$ cat src/rtl/sudoku_pkg.sv
// sudoku_pkg: board geometry constants and cell/index types shared by solver, board store and checker
package sudoku_pkg;
    localparam int N         = 9;
    localparam int BOX       = 3;
    localparam int CELL_W    = 4;
    localparam int NCELLS    = N * N;
    localparam int BOARD_W   = NCELLS * CELL_W;
    localparam int DIGIT_MIN = 1;
    localparam int DIGIT_MAX = 9;
    typedef logic [CELL_W-1:0] cell_t;
    typedef logic [6:0]        idx_t;
    typedef logic [3:0]        rc_t;
endpackage

$ cat src/rtl/cell_locator.sv
// cell_locator: decodes a row-major cell index into row, column, box origin and a range flag
module cell_locator
    import sudoku_pkg::*;
(
    input  logic [6:0] cell_index,
    output logic [3:0] row,
    output logic [3:0] col,
    output logic [3:0] box_row0,
    output logic [3:0] box_col0,
    output logic       in_range
);
    idx_t quo;
    idx_t rem;
    // divide by 9 for row/col, then snap each to the top-left of its 3x3 box
    always_comb begin
        quo      = cell_index / 7'(N);
        rem      = cell_index % 7'(N);
        row      = quo[3:0];
        col      = rem[3:0];
        box_row0 = (row / 4'(BOX)) * 4'(BOX);
        box_col0 = (col / 4'(BOX)) * 4'(BOX);
        in_range = cell_index <= 7'(NCELLS - 1);
    end
endmodule

$ cat config.mk
export PLATFORM = sky130hd
export DESIGN_NAME = cell_locator
export DESIGN_NICKNAME = d
export VERILOG_FILES = /design/src/rtl/sudoku_pkg.sv /design/src/rtl/cell_locator.sv
export SDC_FILE = /design/constraint.sdc
export NUM_CORES = 1
export LEC_CHECK = 0
export CAP_MARGIN = 20
export CORE_UTILIZATION = 23
export DETAILED_ROUTE_END_ITERATION = 10
export GPL_TIMING_DRIVEN = 1
export SYNTH_ARGS = -nofsm -noshare
export SYNTH_HDL_FRONTEND = slang
export SYNTH_SLANG_ARGS = --single-unit
$ cat constraint.sdc
create_clock -name vclk -period 8.7
set_input_delay 1.74 -clock vclk [all_inputs]
set_output_delay 1.74 -clock vclk [all_outputs]
set_load 0.05 [all_outputs]
==> flow_summary.toml, run 1 <==
[placed_design]
port_buffers = 24
place.gp.congestion = 0.741
dp_cells = 234
post-place-ws_ns = 0.245
hpwlAfterDp_mm = 2.09

[floorplanning]
die_h_um = 72.7
io_pins = 24
fp-row-count = 25
coreArea_um2 = 4750
die_area_um2 = 5290
die_w_um = 72.7
start_util = 0.242

[min_path]
worstHoldEndpoint = "box_col0[0]"
hold_path.class = "in2out"
min_delay_path_depth = 6
hold_start = "cell_index[0]"

[power]
power_frac_clock = 0
intPower_w = 0.000115
leakage_nw = 0.586
comb_power_share = 1.000
ir_drop_mv = 0.0952
switching_share = 0.594
power.density_nw_per_um2 = 188
switchingPower_w = 0.000168
power_frac_seq = 0
total_power_w = 0.000284

[grt]
grt_pass1_wl_mm = 4.12
grt-ovfl-total = 0
track_usage = 0.0929
grt_pass1_vias = 923
grt_max_degree = 17
antenna_found_initial = 0

[worst_setup_path]
path_common_cell = "inv_1"
arrival_ns = 6.47
endpoint_kind = "primary output"
worstPathMaxFanout = 15
cpPeakStageDelay_ns = 0.43
startpoint_type = "primary input"
worstSetupPathType = "in2out"
slowest_stage = "clkdlybuf4s50_1"
required_ns = 6.96

[detailed_routing]
dr.pass1.iters = 2
drt-initial-drc-count = 41
routed_wl_mm = 2.47
vias = 1072
drc = 0
ant_nets = 0
post_drt_via_cell_ratio = 4.58
wl_per_cell_um = 10.6

[sta]
finalCritPeriodShare = 0.944
fmax_mhz = 122
final_max_slew_viol_count = 0
fin_setup_tns_ns = 0
setup_viol = 0
min_period_ns = 8.21
fin_ws_ns = 0.487
rsz0062_at_grt = "no"
hold_viol = 0
relSlewSlack = 0.603
tightest_slew_ns = 0.593

[clock_network]
cts_setup_buffers = 0

[synth]
synthesis.nets = 161
synth_warnings = 0
ys_seq_area_frac = 0
synth_area_um2 = 1150
syn_inst = 144
ys_types = 63
syn_avg_cell_area_um2 = 7.99

[finish]
nClkBuffers = 0
fin_cells = 234
syn2layout_area_growth_pct = 31.0
final_nets = 186
utilization = 0.317
seq_area_um2 = 0
layout-drive-gt1-share = 0.251
antenna_cells = 0
seq_cell_count = 0

[status]
outcome = "complete, no violations"

[run]
cap_violations = 0
==> cell families (layout without fill, tap and decap cells) <==
| group | count (synthesis) | in the layout | share of synthesized area |
|---|---|---|---|
| simple gates | 55 | 55 | 0.296 |
| compound gates | 44 | 44 | 0.357 |
| buf+inv | 25 | 48 | 0.124 |
| fa+ha+maj | 10 | 10 | 0.122 |
| xor+xnor | 7 | 7 | 0.0696 |
| mux | 3 | 3 | 0.0316 |
==> through the flow <==
step / hold slack (ns) / area [µm²]
floorplan: 3.84 / 1160
global placement: 4.80 / 1490
detailed placement: 4.78 / 1490
CTS: 4.79 / 1490
global route: 4.81 / 1510
finish: 4.73 / 1510
==> cell usage in the layout, fill, tap and decap left out, types with 3 or more instances in the layout <==
cell	count
nand2_1	17
nand3b_1	3
o21ai_0	8
a211oi_1	3
nand3_1	5
buf_4	8
inv_1	14
clkdlybuf4s50_1	20
ha_1	8
o211ai_1	4
a311oi_4	3
a21oi_1	3
buf_12	3
nor2_1	7
==> worst max-delay path, delay by kind of cell <==
kind | cells | cell delay, ns
compound gates | 10 | 2.05
fa+ha+maj | 5 | 1.13
buf+inv | 8 | 1.17
simple gates | 3 | 0.37
==> timing repair <==
action | CTS | global route
hold buffers | 0 | 0
setup endpoints to repair | 0 | 2
resized for setup | 0 | 4
endpoints found under the hold margin | 0 | 0
==> layer usage <==
metal  vias to the layer above  global-route usage  share of wire
li1                        581                   -              -
met1                       478               0.131           0.52
met3                         0                   0          0.017
met2                        13               0.169           0.47
met4                         0                   0              0
met5                         -                   0              0
==> Yosys cell counts, types with 2 or more instances <==
master     n  area share
ha_1       8       0.087
a21oi_1    3       0.013
inv_1     14       0.046
o21ai_0    9       0.039
nand2b_1   2       0.011
nand2b_4   2       0.024
o21a_1     2       0.013
o211ai_1   4       0.026
xnor2_1    2       0.015
nor2_1     7       0.023
a311oi_4   3       0.069
nand3b_1   3       0.020
a311oi_1   2       0.015
nand2_1   17       0.055
inv_2      2      0.0065
nor4b_1    3       0.023
clkbuf_8   3       0.036
fa_1       2       0.035
a31oi_1    3       0.016
a211oi_1   3       0.020
nand3_1    5       0.022
xor2_1     4       0.030
==> how the worst max path moves through the flow <==
stage | startpoint | cells past startpoint | end | slack (ns)
after floorplan | cell_index[3] | 22 | box_col0[3] | 0.21
after global placement | cell_index[6] | 25 | box_col0[2] | 0.28
after detailed placement | cell_index[6] | 25 | box_col0[2] | 0.24
after CTS | cell_index[6] | 25 | box_col0[2] | 0.24
after global routing | cell_index[4] | 26 | box_col0[2] | 0.08
final | cell_index[4] | 26 | box_col0[2] | 0.49
==> power by group through the flow <==
stage	registers [W]	logic (W)	clock network, W
3_3_place_gp	0	0.000284	0
5_1_grt	0	0.000302	0
3_5_place_dp	0	0.000285	0
6_report	0	0.000284	0
2_1_floorplan	0	0.000193	0
4_1_cts	0	0.000286	0
==> area by class of cell <==
type	instances	area [µm²]
fillers	550	3250
inverters	17	66.3
multi-input cells	119	1040
well taps	67	83.8
repair buffers	31	320
(Power assumes the default switching activity.)
==> inputs of run 2 (changes only) <==
==> constraint.sdc (replaced) <==
create_clock -name vclk -period 8.7
set_input_delay 1.305 -clock vclk [all_inputs]
set_output_delay 1.305 -clock vclk [all_outputs]
set_load 0.05 [all_outputs]
==> run 2 against run 1 <==
Global-route usage barely moved. Die area did not move. Design area fell by 4.9%. First-iteration DRC count fell by 22%. Sequential share of layout area did not move. Critical path depth fell by 2. Sequential cell count did not move. Via count rose by 1.2%. Non-clock buffer count fell by 2. Largest cell class unchanged.
==> flow_summary.toml, run 2 (synthesis results as in run 1) <==
[grt]
antenna_found_initial = 0
grt_pass1_wl_mm = 4.20
track_usage = 0.0931
grt-ovfl-total = 0
grt_pass1_vias = 922
grt_max_degree = 17

[finish]
layout-drive-gt1-share = 0.194
utilization = 0.301
final_nets = 184
mostFrequentLayoutCell = "clkdlybuf4s50_1"
antenna_cells = 0
syn2layout_area_growth_pct = 24.6
seq_area_um2 = 0
fin_cells = 232
nClkBuffers = 0
final_cell_mix = "clkdlybuf4s50_1, nand2_1, inv_1"
seq_cell_count = 0

[worst_setup_path]
worstSetupStartpoint = "cell_index[6]"
endpoint_kind = "primary output"
startpoint_type = "primary input"
worstSetupPathType = "in2out"
arrival_ns = 6.84
worstPathMaxFanout = 5
required_ns = 7.39

[sta]
min_period_ns = 8.15
hold_slack_ns = 4.01
fin_setup_tns_ns = 0
setup_viol = 0
fin_ws_ns = 0.550
finalCritPeriodShare = 0.937
final_max_slew_viol_count = 0
tightest_slew_ns = 0.576
relSlewSlack = 0.615
fmax_mhz = 123
rsz0062_at_grt = "no"
hold_viol = 0

[status]
outcome = "complete, no violations"

[floorplanning]
coreArea_um2 = 4750
die_w_um = 72.7
start_util = 0.242
fp-row-count = 25
io_pins = 24
die_area_um2 = 5290
die_h_um = 72.7

[clock_network]
hold_buffers = 0
cts_setup_buffers = 0
cts_resized = 0

[detailed_routing]
drc = 0
wl_per_cell_um = 10.5
ant_nets = 0
dr.pass1.iters = 4
routed_wl_mm = 2.43
vias = 1085
post_drt_via_cell_ratio = 4.68
drt-initial-drc-count = 32

[min_path]
min_delay_path_depth = 7
hold_path.class = "in2out"
hold_start = "cell_index[0]"
worstHoldEndpoint = "box_col0[2]"

[power]
ir_drop_mv = 0.0861
leakage_nw = 0.556
power.density_nw_per_um2 = 173

[placed_design]
port_buffers = 24
dp_cells = 232
post-place-ws_ns = 0.543
hpwlAfterDp_mm = 2.02
place.gp.congestion = 0.827

[run]
cap_violations = 0
==> run 2: cell count changes in the layout (fill, tap and decap cells not counted), sizes merged <==
| cell | previous run | this run |
|---|---|---|
| buf | 11 | 6 |
| clkdlybuf4s50 | 20 | 23 |
==> run 2: worst max-delay path by stage <==
| stage | to | cells after the start |
|---|---|---|
| 2_1_floorplan | box_col0[3] | 22 |
| 5_1_grt | box_col0[3] | 25 |
| 3_3_place_gp | box_col0[3] | 24 |
| 6_report | box_col0[3] | 24 |
| 3_5_place_dp | box_col0[3] | 24 |
| 4_1_cts | box_col0[3] | 24 |
==> run 2: area by class of cell <==
type,count,area [µm²]
Multi-Input combinational cell,119,1010
Inverter,17,66.3
Fill cell,540,3320
Timing Repair Buffer,29,275
Tap cell,67,83.8
==> run 2: layer usage <==
| metal | wire [µm] | track usage | part of all wire |
|---|---|---|---|
| met2 | 1090 | 0.155 | 0.45 |
| met1 | 1280 | 0.142 | 0.52 |
| met3 | 67 | 0.00138 | 0.028 |
| met5 | 0 | 0 | 0 |
| met4 | 0 | 0 | 0 |
==> run 2: worst max-delay path, cell delays in order <==
cell,delay [ns]
clkdlybuf4s50_1,0.56
nor4b_1,0.38
a211oi_1,0.11
o21ai_0,0.37
inv_1,0.14
ha_1,0.22
a211oi_1,0.23
a31oi_1,0.06
nor2_1,0.17
o21a_1,0.29
o21ai_2,0.12
a311oi_4,0.40
nor2_1,0.08
ha_1,0.18
inv_1,0.05
ha_1,0.22
nand3b_1,0.09
a2bb2oi_1,0.17
o211a_1,0.17
ha_1,0.14
inv_1,0.05
fa_1,0.37
xor2_1,0.15
clkdlybuf4s50_1,0.81
==> run 2: power by group <==
| part | total, W | switching, W | internal (W) |
|---|---|---|---|
| Clock | 0 | 0 | 0 |
| Sequential | 0 | 0 | 0 |
| Combinational | 0.000248 | 0.000160 | 0.0000877 |
==> run 2: through the flow <==
stage                     instance area [µm²]  total power (W)
after floorplan                          1150         0.000190
after global placement                   1430         0.000250
after detailed placement                 1430         0.000250
after CTS                                1430         0.000250
after global routing                     1430         0.000267
final                                    1430         0.000248
